===== src/rtl/pipe_pkg.sv =====
// Shared pipeline definitions: datapath widths and write-back source encodings.
package pipe_pkg;

    localparam int unsigned XLEN  = 32;
    localparam int unsigned NREG  = 32;
    localparam int unsigned AW    = $clog2(NREG);
    localparam int unsigned CNT_W = 64;

    typedef enum logic [1:0] {
        WD_SEL_ALU  = 2'b00,
        WD_SEL_DRAM = 2'b01,
        WD_SEL_PC4  = 2'b10,
        WD_SEL_EXT  = 2'b11
    } wd_sel_e;

endpackage


===== src/rtl/wb_mux.sv =====
// Combinational 4:1 write-back value select; shared with the EX/MEM forwarding path.
module wb_mux
    import pipe_pkg::*;
#(
    parameter int unsigned XLEN = pipe_pkg::XLEN
) (
    input  logic [1:0]      wd_sel,
    input  logic [XLEN-1:0] alu_c,
    input  logic [XLEN-1:0] dram_rd,
    input  logic [XLEN-1:0] pc,
    input  logic [XLEN-1:0] sext,
    output logic [XLEN-1:0] wd
);

    always_comb begin
        wd = '0;
        unique case (wd_sel_e'(wd_sel))
            WD_SEL_ALU:  wd = alu_c;
            WD_SEL_DRAM: wd = dram_rd;
            WD_SEL_PC4:  wd = pc + XLEN'(4);
            WD_SEL_EXT:  wd = sext;
            default:     wd = '0;
        endcase
    end

endmodule


===== src/rtl/wb_regfile.sv =====
// MEM/WB consumer: write-back select, register file with same-cycle bypass,
// registered retire trace and retired-instruction counter.
module wb_regfile
    import pipe_pkg::*;
#(
    parameter int unsigned XLEN  = pipe_pkg::XLEN,
    parameter int unsigned NREG  = pipe_pkg::NREG,
    parameter int unsigned AW    = pipe_pkg::AW,
    parameter int unsigned CNT_W = pipe_pkg::CNT_W
) (
    input  logic             clk,
    input  logic             rst_n,
    input  logic             wb_rf_we,
    input  logic [1:0]       wb_wd_sel,
    input  logic [AW-1:0]    wb_wR,
    input  logic [XLEN-1:0]  wb_sext,
    input  logic [XLEN-1:0]  wb_rD2,
    input  logic [XLEN-1:0]  wb_alu_c,
    input  logic [XLEN-1:0]  wb_dram_rd,
    input  logic [XLEN-1:0]  wb_pc,
    input  logic             wb_whi,
    input  logic [AW-1:0]    rR1,
    input  logic [AW-1:0]    rR2,
    output logic [XLEN-1:0]  rD1,
    output logic [XLEN-1:0]  rD2,
    output logic             dbg_have_inst,
    output logic [XLEN-1:0]  dbg_pc,
    output logic             dbg_ena,
    output logic [AW-1:0]    dbg_reg,
    output logic [XLEN-1:0]  dbg_wdata,
    output logic [CNT_W-1:0] retire_cnt
);

    logic [XLEN-1:0] regs [NREG];
    logic [XLEN-1:0] wd;
    logic            wr_nz;
    logic            byp_en;
    logic            rd2_unused;

    // rs2 travels with the instruction but plays no part in write-back.
    assign rd2_unused = ^wb_rD2;

    wb_mux #(.XLEN(XLEN)) u_wb_mux (
        .wd_sel  (wb_wd_sel),
        .alu_c   (wb_alu_c),
        .dram_rd (wb_dram_rd),
        .pc      (wb_pc),
        .sext    (wb_sext),
        .wd      (wd)
    );

    assign wr_nz  = wb_rf_we && (wb_wR != '0);
    assign byp_en = rst_n && wb_rf_we;

    always_ff @(posedge clk) begin
        if (!rst_n) begin
            for (int unsigned i = 0; i < NREG; i++) begin
                regs[i] <= '0;
            end
        end else if (wr_nz) begin
            regs[wb_wR] <= wd;
        end
    end

    // Bypass keyed on rst_n so a write presented during reset never leaks to ID.
    always_comb begin
        rD1 = '0;
        if (rR1 != '0) begin
            if (byp_en && (wb_wR == rR1)) rD1 = wd;
            else                          rD1 = regs[rR1];
        end
    end

    always_comb begin
        rD2 = '0;
        if (rR2 != '0) begin
            if (byp_en && (wb_wR == rR2)) rD2 = wd;
            else                          rD2 = regs[rR2];
        end
    end

    always_ff @(posedge clk) begin
        if (!rst_n) begin
            dbg_have_inst <= 1'b0;
            dbg_pc        <= '0;
            dbg_ena       <= 1'b0;
            dbg_reg       <= '0;
            dbg_wdata     <= '0;
            retire_cnt    <= '0;
        end else begin
            dbg_have_inst <= wb_whi;
            dbg_pc        <= wb_pc;
            dbg_ena       <= wb_whi && wr_nz;
            dbg_reg       <= wb_wR;
            dbg_wdata     <= wd;
            if (wb_whi) retire_cnt <= retire_cnt + CNT_W'(1);
        end
    end

endmodule


===== config.mk =====
export PLATFORM = sky130hd
export DESIGN_NAME = wb_regfile
export DESIGN_NICKNAME = d
export VERILOG_FILES = /design/src/rtl/pipe_pkg.sv /design/src/rtl/wb_mux.sv /design/src/rtl/wb_regfile.sv
export SDC_FILE = /design/constraint.sdc
export NUM_CORES = 2
export LEC_CHECK = 0
export ABC_AREA = 1
export CORE_MARGIN = 3
export CORE_UTILIZATION = 45
export DETAILED_ROUTE_END_ITERATION = 12
export PLACE_DENSITY = 0.63
export SLEW_MARGIN = 15
export SYNTH_ARGS = -nofsm -noshare
export SYNTH_HDL_FRONTEND = slang
export SYNTH_HIERARCHICAL = 1
export SYNTH_SLANG_ARGS = --single-unit

===== constraint.sdc =====
create_clock -name clk -period 8.4 [get_ports clk]
set_clock_uncertainty 0.1 [all_clocks]
set_input_delay 1.68 -clock clk [delete_from_list [all_inputs] [get_ports clk]]
set_output_delay 1.68 -clock clk [all_outputs]
set_load 0.1 [all_outputs]

* Yosys cells after proc, flatten, opt, wreduce, memory -nomap -nowiden
Memories as Yosys holds them, arrays and structs flattened. Index checks and enable logic that the tools add are counted.
Storage, ports and cells: memories kept 1, memory bits (read-only) 0, memory bits (writable) 1024, bits in registers 135, word-level logic and storage cells 36, output and inout bits 199, input port bits 181, bits in latches 0
Cells by class: mux-type cells 12, add/sub/neg operators 2, reductions and logical operators 10, $mul 0, magnitude comparators 0, equality and inequality tests 5, divide/modulo/power cells 0, bitwise logic cells 0, shift-type cells 0
Memory list:
- regs | depth 32, width 32, read ports 2, clocked after memory_dff 0, write ports 32, RTL line wb_regfile.sv:34 | logic [XLEN-1:0] regs [NREG];
Operators with widths (count):
- 32-bit two-way mux | 5
- 32-bit case mux with 4 select lines | 1
- 64-bit by 1-bit adder with 64-bit output (second input constant) | 1
- 32-bit by 3-bit adder with 32-bit output (second input constant) | 1
- 32-bit OR reduction | 1
- 5-bit nonzero test | 3
- 5-bit == test | 2
- 1-bit logical AND | 5
- 1-bit two-way mux | 5
- 5-bit two-way mux | 1
- 2-bit == test (second input constant) | 2
- 2-bit by 1-bit == test with 1-bit output (second input constant) | 1
- 2-bit zero test | 1

* Logic depth before layout (Yosys ltp)
depth after elaboration 7, depth in mapped cells 13, gate-level depth less buffers 13

* Cells and area by module
Netlist, hierarchy kept.
By module, submodules not included:
- wb_regfile | area an instance 62937.9 um^2, instances 1, cells each 7629, seq. area each 33452.1 um^2
- wb_mux | area an instance 1661.6 um^2, instances 1, cells each 355, seq. area each 0.0 um^2

* Worst setup path after synthesis
Ideal clock, no wire load.
path kind input port to output port, start point input port wb_pc[2], end point output port rD2[30], buffers on the path 0, required time 6.620 ns, arrival time 4.227 ns, stages 11, setup slack 2.393 ns, path through ha_1 -> nand2_1 -> nor2_4 -> nand2_4 -> nor2_2 -> nand2_1 -> nand2_1 -> nand3_1 -> a21oi_1 -> o21ai_0 -> a21oi_1
On the way: word-level cells in the longest chain between the ends 4
Ends and longest elaborated chain:
- start: declaration | RTL line wb_regfile.sv:20 | input logic [XLEN-1:0] wb_pc,
- 32-bit by 3-bit adder with 32-bit output | RTL line wb_mux.sv:20 | WD_SEL_PC4: wd = pc + XLEN'(4);
- 32-bit case mux with 4 select lines | RTL line wb_mux.sv:17 | unique case (wd_sel_e'(wd_sel))
- via wd[30] | RTL line wb_regfile.sv:35 | logic [XLEN-1:0] wd;
- 32-bit two-way mux | RTL line wb_regfile.sv:77 | if (byp_en && (wb_wR == rR2)) rD2 = wd;
- 32-bit two-way mux | RTL line wb_regfile.sv:76 | if (rR2 != '0) begin
- end: declaration | RTL line wb_regfile.sv:25 | output logic [XLEN-1:0] rD2,
The timed path passes the listed nets, and every way through them passes these cells.

* Worst setup path in the final report
start point input port rR2[4], end point output port rD2[12]
On the way: word-level cells in the longest chain between the ends 4, elaborated cells between the ends (all ways) 6, those cells by class eq/ne: 1; mux: 2; reduce/logical: 2; memory: 1
Ends and longest elaborated chain:
- start: declaration | RTL line wb_regfile.sv:23 | input logic [AW-1:0] rR2,
- parallel branches: the longest is 3 deep, another holds memory read 32 x 32 bit
- 32-bit two-way mux * | RTL line wb_regfile.sv:76
Every way passes the cells marked *.

==> results_dict.tcl <==
set metrics [dict create \
    dr.pass1.iters 12 \
    synthTopCellsByCount "nand2_1, nor2_1, edfxtp_1" \
    p_leak_nw 29.4 \
    hold_viol 0 \
    post-place-ws_ns 1.30 \
    violations "DRC" \
    cts_tree "done" \
    ios 380 \
    drv_cap 0 \
    dpl.cell_count 9748 \
    status "complete, but fails checks" \
    cts-root-buf "clkbuf_16" \
    tightest_slew_ns 1.27 \
    die_w_um 385 \
    grt_pass1_vias 56300 \
    core_um2 142000 \
    crit_buf_inv 5 \
    rsz0062_at_grt "no" \
    ant_nets 0 \
    rows 138 \
    regMostFlops "regs" \
    cts_buffers 134 \
    power_density_nw_per_um2 207 \
    fin_nets 8177 \
    yosysMostFrequentCell "nand2_1" \
    syn_to_final_growth_pct 14.0 \
    gp_congestion 0.976 \
    critPathArrivalTime_ns 5.83 \
    fin_setup_tns_ns 0 \
    r2r_slack_ns 6.13 \
    cp-start-kind "primary input" \
    drive_above_1_share_pct 7.53 \
    wl_met2_um 115000 \
    m1WireLength_um 97100 \
    synthesis.area_um2 64600 \
    r2r-end "retire_cnt[52]" \
    synth_top_cells_by_area "edfxtp_1, nand2_1, nor2_1" \
    ir_drop_uv 173 \
    highest_layer "met4" \
    syn-instance-count 7984 \
    max-slew-margin-rel_pct 15.1 \
    cpLargestDelayFamily "buffers and inverters" \
    fin_cells 10000 \
    finalCritPeriodShare_pct 90.6 \
    end_kind "output pin" \
    routed_wl_um 274000 \
    grt_max_degree 210 \
    critPathKind "in2out" \
    drc_errors 1 \
    grtUsageTotal_pct 35.7 \
    path_common_cell "inv_1" \
    layout_setup_ws_ns 0.792 \
    synth_top_area_share_pct 47.6 \
    start_util_pct 45.5 \
    yosysSeqAreaShare_pct 51.8 \
    wl_met3_um 42000 \
    drt_first_iter_violations 10000 \
    async_flop_share_pct 0 \
    holdBufCountCts 0 \
    power.total_mw 15.2 \
    worstPathCellList "buf_4, nor2_2, inv_1, nor4_4, buf_8, inv_1, o21ai_0, a21oi_1, buf_12" \
    worstSkewPairLatency_ns 0.78 \
    largest_reg_flops 1024 \
    wl_per_cell_um 27.4 \
    yosysTopAreaCell "edfxtp_1" \
    path_max_fanout 35 \
    num_vias 61700 \
    fmax_ghz 0.131 \
    synth-seq-cells 1159 \
    ctsResizeCount 0 \
    final_core_util_pct 51.8 \
    hp-start "retire_cnt[17]" \
    htree_levels 4 \
    antenna_found_initial 12 \
    synth_edf_count 1024 \
    ys_warn_count 6 \
    crit_slowest_cell "a21oi_1" \
    ys.flop_type "edfxtp_1" \
    period_needed_ns 7.61 \
    worstRegToRegCells 12 \
    clock_sinks 1159 \
    io_buffers 347 \
    r2r_start "retire_cnt[0]" \
    hp-class "reg2reg" \
    post-dp-hpwl_um 161000 \
    clockBufferDepth 3 \
    critPathRequiredTime_ns 6.62 \
    dieArea_um2 148000 \
    min_to "retire_cnt[17]" \
    drv_slew 0 \
    postCtsSetupBuffers 0 \
    yosysUniqueCellTypes 48 \
    grt_pass1_wl_um 382000 \
    gr-total-overflow 0 \
    viasPerCell 6.17 \
    clkSlewWorstSetupHoldPaths_ns 0.06 \
    die_h_um 385 \
    setup_viol 0 \
    reg_top3 "regs x1024, retire_cnt x64" \
    postSynthAreaPerCell_um2 8.09 \
    hold_path_depth 1 \
    max_stage_delay_ns 0.92 \
]
-- layout by cell type (no fill, tap or decap), types with 5 or more instances in the layout --
| cell | instances |
|---|---|
| nor3_1 | 32 |
| xor2_1 | 8 |
| o21ai_1 | 29 |
| nand2_1 | 1422 |
| nor2_1 | 1334 |
| nor2_2 | 17 |
| nand4_1 | 40 |
| conb_1 | 32 |
| inv_2 | 15 |
| dfxtp_1 | 135 |
| clkbuf_16 | 139 |
| clkbuf_1 | 31 |
| o21a_1 | 5 |
| o211ai_1 | 562 |
| clkdlybuf4s50_1 | 272 |
| inv_1 | 781 |
| diode_2 | 19 |
| a221oi_1 | 6 |
| o21ai_0 | 386 |
| buf_8 | 5 |
| clkinv_2 | 23 |
| nand2_4 | 8 |
| nor2_4 | 9 |
| buf_4 | 185 |
| or2_2 | 58 |
| edfxtp_1 | 1024 |
| inv_6 | 8 |
| a21oi_1 | 383 |
| buf_12 | 42 |
| nand2_2 | 64 |
| nand3_1 | 943 |
| clkinv_1 | 31 |
| nor3_2 | 5 |
| bufinv_16 | 10 |
-- per-stage QoR --
stage	instance area [um^2]	hold WS, ns
3_5_place_dp	69400	0.381
6_report	73600	0.397
5_1_grt	73600	0.430
2_1_floorplan	64700	0.820
3_3_place_gp	69300	0.382
4_1_cts	73600	0.399
-- logic make-up (layout without fill, tap and decap cells) --
group / after synthesis / after routing / synth area share (%)
flops: 1159 / 1159 / 51.8
buf+inv: 1475 / 1558 / 9.36
compound gates: 1389 / 1389 / 13.1
xor+xnor: 11 / 11 / 0.149
fa+ha+maj: 2 / 2 / 0.0387
simple gates: 3947 / 3947 / 25.6
other cells: 1 / 51 / 0.00581
-- cell type report --
class	count	area, um^2
Antenna cell	19	47.5
Sequential cell	1159	33500
Timing Repair Buffer	510	5080
Tap cell	1890	2360
Clock inverter	70	646
Clock buffer	170	3590
Inverter	808	3050
Fill cell	13100	68500
Multi-Input combinational cell	5381	25400
-- layer usage --
layer / track usage [%] / up-vias
li1: - / 26900
met1: 45.2 / 28800
met2: 52.4 / 4933
met3: 11.6 / 1114
met4: 23.2 / 0
met5: 0 / -
-- worst register-to-register path: stages, from the launching register on --
cell,delay [ns]
dfxtp_1,0.41
ha_1,0.27
nand2_1,0.09
nor2_2,0.19
nand2_2,0.13
nor2_4,0.16
nand2_1,0.12
nor2_1,0.21
nand2_1,0.07
nor2_1,0.20
nand3_1,0.10
nand2_1,0.07
nor2_1,0.05
-- how the worst max path moves through the flow --
stage | cells after the start | endpoint | start | slack, ns
floorplan | 11 | rD2[30] | wb_pc[2] | 2.39
global placement | 8 | rD2[12] | rR2[4] | 1.23
detailed placement | 9 | rD2[12] | rR2[4] | 1.30
CTS | 9 | rD2[12] | rR2[4] | 1.27
global route | 9 | rD2[12] | rR2[4] | 0.97
finish | 9 | rD2[12] | rR2[4] | 0.79
-- power by group --
| part | internal, mW | switching [mW] |
|---|---|---|
| clock | 3.34 | 2.47 |
| sequential | 6.57 | 0.114 |
| combinational | 0.640 | 2.12 |
| total | 10.5 | 4.70 |
(Power assumes the default switching activity.)
